### config.mk
export PLATFORM = sky130hd
export DESIGN_NAME = imem_boot_loader_flat
export DESIGN_NICKNAME = d
export VERILOG_FILES = /design/src/rtl/imem_boot_loader_pkg.sv /design/src/rtl/imem_boot_loader_if.sv /design/src/rtl/imem_boot_loader_word_assembler.sv /design/src/rtl/imem_boot_loader.sv /design/src/flat_wrapper.sv
export SDC_FILE = /design/constraint.sdc
export NUM_CORES = 1
export LEC_CHECK = 0
export BUFFER_PORTS_ARGS = -buffer_cell sky130_fd_sc_hd__buf_2
export CORE_UTILIZATION = 60
export DETAILED_ROUTE_END_ITERATION = 6
export GPL_TIMING_DRIVEN = 0
export MAX_ROUTING_LAYER = met4
export PLACE_DENSITY_LB_ADDON = 0.1
export SETUP_SLACK_MARGIN = 0.4
export SLEW_MARGIN = 15
export SYNTH_ARGS = -nofsm -noshare
export SYNTH_HDL_FRONTEND = slang
export SYNTH_HIERARCHICAL = 1
export SYNTH_SLANG_ARGS = --single-unit
### constraint.sdc
create_clock -name clk_mips -period 4.7 [get_ports clk_mips]
set_clock_uncertainty 0.2 [all_clocks]
set_input_delay 0.235 -clock clk_mips [delete_from_list [all_inputs] [get_ports clk_mips]]
set_output_delay 0.235 -clock clk_mips [all_outputs]
set_load 0.005 [all_outputs]
### src/rtl/imem_boot_loader_pkg.sv
// Shared definitions for the instruction-memory boot loader: state encodings,
// default image depth and small state-classification helpers.
package imem_boot_loader_pkg;

  localparam int BOOT_DEPTH = 64;

  localparam logic [2:0] S_IDLE    = 3'd0;
  localparam logic [2:0] S_COLLECT = 3'd1;
  localparam logic [2:0] S_WRITE   = 3'd2;
  localparam logic [2:0] S_CHK     = 3'd3;
  localparam logic [2:0] S_DONE    = 3'd4;
  localparam logic [2:0] S_ERR     = 3'd5;

  function automatic logic is_busy(input logic [2:0] st);
    return (st == S_COLLECT) || (st == S_WRITE) || (st == S_CHK);
  endfunction

  function automatic logic is_rx_state(input logic [2:0] st);
    return (st == S_IDLE) || (st == S_COLLECT) || (st == S_CHK);
  endfunction

endpackage

### src/rtl/imem_boot_loader_if.sv
// Byte-serial valid/ready stream feeding the boot loader.
interface imem_boot_loader_if;
  logic [7:0] rx_data;
  logic       rx_valid;
  logic       rx_ready;

  modport master (output rx_data, output rx_valid, input rx_ready);
  modport slave  (input rx_data, input rx_valid, output rx_ready);
endinterface

### src/rtl/imem_boot_loader_word_assembler.sv
// boot_word_assembler: packs payload bytes little-endian into 32-bit words
// and keeps the running XOR checksum of the frame.
module boot_word_assembler
  import imem_boot_loader_pkg::*;
(
  input  logic        clk_mips,
  input  logic        rst_pc,
  input  logic        init,
  input  logic        shift,
  input  logic [7:0]  rx_byte,
  output logic [31:0] word,
  output logic        word_ready,
  output logic [7:0]  csum
);

  logic [1:0]  byte_idx;
  logic [31:0] word_q;

  // word already contains the byte being accepted, so the top can register it
  // on the same edge as the 4th transfer.
  always_comb begin
    word = word_q;
    word[{byte_idx, 3'b000} +: 8] = rx_byte;
  end

  assign word_ready = shift && (byte_idx == 2'd3);

  always_ff @(posedge clk_mips) begin
    if (!rst_pc) begin
      byte_idx <= '0;
      word_q   <= '0;
      csum     <= '0;
    end else if (init) begin
      byte_idx <= '0;
      word_q   <= '0;
      csum     <= rx_byte;
    end else if (shift) begin
      word_q   <= word;
      csum     <= csum ^ rx_byte;
      byte_idx <= byte_idx + 2'd1;
    end
  end

endmodule

### src/rtl/imem_boot_loader.sv
// Boot loader: receives a COUNT/payload/CHK frame, writes it into instruction
// memory and releases the MIPS core reset only after the checksum matches.
//
//  state   | meaning
//  IDLE    | waiting for the COUNT byte
//  COLLECT | accepting the 4 bytes of the current word
//  WRITE   | one-cycle imem write, stream stalled
//  CHK     | waiting for the checksum byte
//  DONE    | image verified, core released
//  ERR     | bad count, bad checksum or timeout; core held in reset
module imem_boot_loader
  import imem_boot_loader_pkg::*;
#(
  parameter int ADDR_W      = 6,
  parameter int DEPTH       = BOOT_DEPTH,
  parameter int TIMEOUT_CYC = 1024
) (
  input  logic              clk_mips,
  input  logic              rst_pc,
  imem_boot_loader_if.slave rx,
  output logic              imem_we,
  output logic [ADDR_W-1:0] imem_addr,
  output logic [31:0]       imem_wdata,
  output logic              cpu_rst_n,
  output logic              busy,
  output logic              done,
  output logic              err
);

  localparam int TO_W = (TIMEOUT_CYC > 2) ? $clog2(TIMEOUT_CYC) : 1;
  localparam logic [TO_W-1:0] TO_RELOAD = TO_W'((TIMEOUT_CYC > 0) ? TIMEOUT_CYC - 1 : 0);
  localparam logic [8:0] DEPTH_B = 9'(DEPTH);

  logic [2:0]        state, state_nxt;
  logic              xfer, count_ok, to_hit;
  logic              asm_init, asm_shift, word_ready;
  logic [31:0]       asm_word;
  logic [7:0]        csum;
  logic [ADDR_W-1:0] word_addr, last_addr;
  logic [TO_W-1:0]   to_cnt;

  assign xfer      = rx.rx_valid & rx.rx_ready;
  assign count_ok  = (rx.rx_data != 8'd0) && ({1'b0, rx.rx_data} <= DEPTH_B);
  assign to_hit    = (TIMEOUT_CYC != 0) && (to_cnt == '0);
  assign asm_init  = xfer && (state == S_IDLE) && count_ok;
  assign asm_shift = xfer && (state == S_COLLECT);

  boot_word_assembler u_asm (
    .clk_mips   (clk_mips),
    .rst_pc     (rst_pc),
    .init       (asm_init),
    .shift      (asm_shift),
    .rx_byte    (rx.rx_data),
    .word       (asm_word),
    .word_ready (word_ready),
    .csum       (csum)
  );

  always_comb begin
    state_nxt = state;
    case (state)
      S_IDLE:    if (xfer) state_nxt = count_ok ? S_COLLECT : S_ERR;
      S_COLLECT: begin
        if (word_ready)  state_nxt = S_WRITE;
        else if (!xfer && to_hit) state_nxt = S_ERR;
      end
      S_WRITE:   state_nxt = (word_addr == last_addr) ? S_CHK : S_COLLECT;
      S_CHK: begin
        if (xfer)        state_nxt = (rx.rx_data == csum) ? S_DONE : S_ERR;
        else if (to_hit) state_nxt = S_ERR;
      end
      S_DONE:    state_nxt = S_DONE;
      S_ERR:     state_nxt = S_ERR;
      default:   state_nxt = S_IDLE;
    endcase
  end

  // Status outputs are registered from the next state so they line up with it.
  always_ff @(posedge clk_mips) begin
    if (!rst_pc) begin
      state       <= S_IDLE;
      rx.rx_ready <= 1'b0;
      imem_we     <= 1'b0;
      imem_addr   <= '0;
      imem_wdata  <= '0;
      cpu_rst_n   <= 1'b0;
      busy        <= 1'b0;
      done        <= 1'b0;
      err         <= 1'b0;
      word_addr   <= '0;
      last_addr   <= '0;
      to_cnt      <= '0;
    end else begin
      state       <= state_nxt;
      rx.rx_ready <= is_rx_state(state_nxt);
      busy        <= is_busy(state_nxt);
      done        <= (state_nxt == S_DONE);
      err         <= (state_nxt == S_ERR);
      cpu_rst_n   <= (state == S_DONE);
      imem_we     <= word_ready;
      if (word_ready) begin
        imem_addr  <= word_addr;
        imem_wdata <= asm_word;
      end
      if (asm_init) begin
        word_addr <= '0;
        last_addr <= ADDR_W'(rx.rx_data - 8'd1);
      end else if ((state == S_WRITE) && (word_addr != last_addr)) begin
        word_addr <= word_addr + ADDR_W'(1);
      end
      if (xfer)
        to_cnt <= TO_RELOAD;
      else if (((state == S_COLLECT) || (state == S_CHK)) && (to_cnt != '0))
        to_cnt <= to_cnt - TO_W'(1);
    end
  end

endmodule
### src/flat_wrapper.sv
// flat-port wrapper written by rule: the top's interface ports become plain ports
module imem_boot_loader_flat import imem_boot_loader_pkg::*;
#(
  parameter int ADDR_W      = 6,
  parameter int DEPTH       = BOOT_DEPTH,
  parameter int TIMEOUT_CYC = 1024
)
  (clk_mips, rst_pc, imem_we, imem_addr, imem_wdata, cpu_rst_n, busy, done, err, rx_rx_data, rx_rx_valid, rx_rx_ready);
  imem_boot_loader_if rx_i ();
  input  logic clk_mips;
  input  logic rst_pc;
  output logic imem_we;
  output logic [ADDR_W-1:0] imem_addr;
  output logic [31:0] imem_wdata;
  output logic cpu_rst_n;
  output logic busy;
  output logic done;
  output logic err;
  input wire logic [$bits(rx_i.rx_data)-1:0] rx_rx_data;
  input wire logic [$bits(rx_i.rx_valid)-1:0] rx_rx_valid;
  output wire logic [$bits(rx_i.rx_ready)-1:0] rx_rx_ready;
  assign rx_i.rx_data = rx_rx_data;
  assign rx_i.rx_valid = rx_rx_valid;
  assign rx_rx_ready = rx_i.rx_ready;
  imem_boot_loader #(.ADDR_W(ADDR_W), .DEPTH(DEPTH), .TIMEOUT_CYC(TIMEOUT_CYC)) u_core (.clk_mips(clk_mips), .rst_pc(rst_pc), .rx(rx_i), .imem_we(imem_we), .imem_addr(imem_addr), .imem_wdata(imem_wdata), .cpu_rst_n(cpu_rst_n), .busy(busy), .done(done), .err(err));
endmodule
Word-level counts from Yosys, hierarchy flattened
Index checks and enable logic that the tools add are counted.
Operators by class
  eq/ne operators: 14
  reduce and logical (&&, ||, !) cells: 22
  order comparisons: 1
  div/mod/pow operators: 0
  add/sub/neg operators: 5
  multiplexer cells: 14
  shifts and indexed selects: 2
  bitwise gates (word level): 3
  $mul: 0
Operators with widths (count)
  $bwmux W32: 1
  $shift A8 B7 Y32 const A: 1
  $shiftx A8 B7 Y32: 1
  $mux W10: 2
  $mux W3: 6
  $pmux W3 S6: 1
  $mux W8: 2
  $eq A3 B2 Y1 const B: 4
  $eq A3 B3 Y1 const B: 4
  $logic_not A10 Y1: 1
  $reduce_bool A10 Y1: 1
  $sub A10 B1 Y10 const B: 1
  $eq A8 B8 Y1: 1
  $le A8 B7 Y1 const B: 1
  $logic_and A1 B1 Y1: 8
  $reduce_bool A8 Y1: 1
  $xor A8 B8 Y8: 1
  $neg A5 Y7: 1
  $add A6 B1 Y6 const B: 1
  $eq A3 B1 Y1 const B: 2
  $eq A6 B6 Y1: 1
  $logic_not A3 Y1: 2
  $ne A6 B6 Y1: 1
  $sub A6 B1 Y6 const B: 1
  other kinds (10): 15
Word-level totals
  bits in latches: 0
  bits in registers: 111
  word-level logic and storage cells: 76
  input port bits: 11
  memories kept: 0
  ROM bits: 0
  bits in writable memories: 0

Depth between registers and ports, before layout
  word-level depth: 9
  mapped depth: 12
  depth with buffers taken out: 9

By module
The synthesis kept the hierarchy.
Modules (own cells, without submodules)
  imem_boot_loader: cells an instance 308, area each 3123.0 sq um, sequential area each 1381.3 sq um, times used 1
  boot_word_assembler: cells an instance 258, area each 2202.1 sq um, sequential area each 840.8 sq um, times used 1

Worst setup path after synthesis
No wires, ideal clock.
  kind: register -> register
  start: reg u_core.rx.rx_ready
  end: reg u_core.imem_addr[3]
  path slack: 2.017 ns
  required time: 4.384 ns
  stages on the path, launching flop included: 11
  data arrival time: 2.366 ns
  period minus slack after synthesis: 2.683 ns
  path through: dfxtp_1 > nand2_1 > clkbuf_1 > nor3_1 > buf_2 > nand2_1 > inv_1 > clkbuf_1 > buf_1 > mux2i_1 > nor2b_1
Between the ends
  word-level cells in the longest chain between the ends: 3
Ends and longest elaborated chain
  start: declaration: RTL line imem_boot_loader_if.sv:8  | modport slave (input rx_data, input rx_valid, output rx_ready);
  start signal: assignment: RTL line imem_boot_loader.sv:95  | rx.rx_ready <= is_rx_state(state_nxt);
  $and A1 B1 Y1: RTL line imem_boot_loader.sv:42  | assign xfer = rx.rx_valid & rx.rx_ready;
  $logic_and A1 B1 Y1: RTL line imem_boot_loader.sv:46  | assign asm_shift = xfer && (state == S_COLLECT);
  named net u_core.asm_shift: RTL line imem_boot_loader.sv:36  | logic asm_init, asm_shift, word_ready;
  $logic_and A1 B1 Y1: RTL line imem_boot_loader_word_assembler.sv:26  | assign word_ready = shift && (byte_idx == 2'd3);
  named net u_core.word_ready: RTL line imem_boot_loader.sv:36
  end signal: assignment: RTL line imem_boot_loader.sv:102  | imem_addr <= word_addr;
  end: declaration: RTL line imem_boot_loader.sv:22  | output logic [ADDR_W-1:0] imem_addr,
The timed path passes the listed nets, and every way through them passes these cells.
A chain may end at the register's enable or synchronous reset.

Final worst setup path
  start: reg u_core.rx.rx_ready
  end: reg u_core.imem_addr[4]
Same word-level chain as after synthesis.

==> impl_metrics.ini <==
[setup_path]
critPathSlowestCell = nor3_1
crit_buf_inv = 5
r2r_slack_ns = 0.82
critPathMaxFanout = 10
timing.rr.end = u_core/imem_addr[4]
cpLargestDelayFamily = buffers and inverters
cp_cell_sequence = nand2_1 -> clkbuf_1 -> nor3_1 -> buf_2 -> nand2_1 -> inv_1 -> clkbuf_1 -> buf_1 -> mux2i_1 -> nor2b_1
ff2ff_path_depth = 10
cp-end-kind = register
crit_type = register to register
cp.required_ns = 4.76
r2r-start = u_core/rx.rx_ready
worst-path-stages = 10
critPathMaxStageDelay_ns = 0.76
start_kind = register
cp-endpoint = u_core/imem_addr[4]
crit_arrival_ns = 3.94
startpoint = u_core/rx.rx_ready

[clocking]
cts_tree = yes
clkTransAtPathRegs_ns = 0.10
cts_root_buf = clkbuf_8
cts_max_path_buffers = 2
clock_sinks = 111
h-tree-depth = 3
numCtsBuffers = 9
cts_setup_buffers = 0
ctsHoldBuffers = 0
clkLatencyLatePin_ns = 0.37
cts.repair.resized = 0

[sta]
slew_headroom_pct = 41.8
fin_crit_sh_pct = 82.5
finalHoldViolCount = 0
max_freq_ghz = 0.258
fin_crit_ns = 3.88
setup_viol = 0
setup_tns_ns = 0
worstMarginPinSlew_ns = 0.866
hold_slack_ns = 0.0345
slew_violations = 0
rsz0062_at_grt = false

[cells_and_area]
n_antenna_cell = 0
fillers = 747
regArea_mm2 = 0.00222
fin_cells = 744
multi_input_area_mm2 = 0.00282
nNetsFinal = 651
drive_above_1_share_pct = 16.4
syn_to_final_growth_pct = 11.5

[power_and_ir_drop]
vdd_drop_max_mv = 0.193
power_density_mw_per_mm2 = 304
power.total_mw = 1.80
p_leak_nw = 2.32

[synth]
synth_edf_count = 0
syn_nets = 586
syn_area_mm2 = 0.00533
synth_top_area_share_pct = 41.7
avgSynthCellArea_um2 = 9.41
yosysMostFrequentCell = dfxtp_1
synth_area_leaders = dfxtp_1, mux2i_1, nor2b_1
synth-seq-cells = 111
syn_inst = 566
yosys.area.top_type = dfxtp_1
yosysWarnings = 6
ys_types = 57
async_flop_share_pct = 0
ys.flop_type = dfxtp_1
synth_common_cells = dfxtp_1, nor2b_1, nor2_1
ys_seq_area_share_pct = 41.7

[flow_run]
maxCapViolations = 0

[drt]
route.detailed.drc = 0
ant_nets = 0
dr.pass1.iters = 5
drt-total-wl_mm = 11.9
post_drt_wl_per_cell_um = 15.9
num_vias = 4281
drtIter0Drc = 228
viasPerCell = 5.75

[floorplan]
io_pins = 55
rows = 34
initial_core_util_pct = 61.7
die_width_um = 96.2
coreArea_mm2 = 0.00864
die_h_um = 96.2
dieArea_mm2 = 0.00926

[global_routing]
grt_pass1_wl_mm = 18.9
globalRoute.totalOverflow = 0
grt_usage_pct = 27.7
grt_pass1_vias = 3937
grt_max_degree = 19
antenna_found_initial = 0

[placement]
numPortBuffers = 54
place_inst = 728
finalWeightedCongestion = 0.823
dp_hpwl_mm = 8.38

[worst_hold_path]
hold_path.class = input port to register

[outcome]
status = finished, final reports clean
==> tightest hold or removal path: cells and delay by family <==
| kind | cells | cell delay (ns) |
|---|---|---|
| buf+inv | 1 | 0.14 |
| simple gates | 1 | 0.06 |
| compound gates | 1 | 0.12 |
==> how the worst min path moves through the flow <==
| stage | cells past startpoint | end | startpoint |
|---|---|---|---|
| 2_1_floorplan | 1 | u_core/u_asm/csum[0] | rst_pc |
| 3_3_place_gp | 2 | u_core/u_asm/word_q[29] | u_core/u_asm/word_q[29] |
| 3_5_place_dp | 2 | u_core/u_asm/word_q[27] | u_core/u_asm/word_q[27] |
| 4_1_cts | 3 | u_core/last_addr[0] | rx_rx_data[0] |
| 5_1_grt | 3 | u_core/last_addr[0] | rx_rx_data[0] |
| 6_report | 3 | u_core/last_addr[0] | rx_rx_data[0] |
==> sequential cells by signal, indices dropped and copies added (netlist names) <==
| register | cells |
|---|---|
| u_core/last_addr | 6 |
| u_core/state | 3 |
| u_core/imem_we | 1 |
| u_core/u_asm/word_q | 32 |
| u_core/to_cnt | 10 |
| u_core/u_asm/byte_idx | 2 |
| u_core/done | 1 |
| u_core/word_addr | 6 |
| u_core/imem_addr | 6 |
| u_core/err | 1 |
| u_core/u_asm/csum | 8 |
| u_core/rx.rx_ready | 1 |
| u_core/cpu_rst_n | 1 |
| u_core/imem_wdata | 32 |
| u_core/busy | 1 |
==> cells by family (layout without fill, tap and decap cells) <==
kind of cell / after synthesis / after routing / share of synthesized area, %
AO/OA/AOI/OAI: 120 / 120 / 17.5
flip-flops: 111 / 111 / 41.7
AND/OR/NAND/NOR: 191 / 191 / 20.4
buffers and inverters: 62 / 132 / 5.33
XOR/XNOR: 32 / 32 / 5.26
multiplexers: 41 / 41 / 7.71
adder cells (fa/ha/maj): 9 / 9 / 2.11
==> power by group <==
group          total (mW)  switching [mW]  internal (mW)
clock               0.593           0.325          0.269
sequential          0.993          0.0271          0.966
combinational       0.215           0.126         0.0885
total                1.80           0.478           1.32
==> layout make-up <==
class	count	area share, %
multi-input cells	393	47.5
flip-flops and latches	111	37.4
repair buffers	54	4.55
plain buffers	40	3.39
clock buffers	11	2.38
well taps	108	2.28
inverters	22	1.39
clock inverters	5	1.08
==> per-layer routing <==
layer / vias to the layer above / global-route usage (%) / routed length, um
li1: 2122 / - / -
met1: 2046 / 33.2 / 5190
met2: 102 / 46.8 / 5960
met3: 11 / 5.29 / 586
met4: 0 / 8.58 / 126
met5: - / - / 0
==> cells in the final DEF, fill, tap and decap left out, types with 18 or more instances in the layout <==
cell type,Yosys,final
mux2i_1,41,41
a22o_1,24,24
clkbuf_1,17,18
inv_1,22,22
dfxtp_1,111,111
xor2_1,18,18
nor2b_1,50,50
nand2_1,39,39
a32oi_1,25,25
nor2_1,42,42
buf_2,17,71
o21ai_0,21,21
==> through the flow <==
stage	worst slack (ns)	utilization, %	area (um^2)
after floorplan	2.02	-	5330
after global placement	0.939	66.4	5730
after detailed placement	0.863	66.4	5730
after CTS	0.839	68.7	5940
after global routing	0.466	68.7	5940
final	0.822	68.7	5940
(Power assumes the default switching activity.)
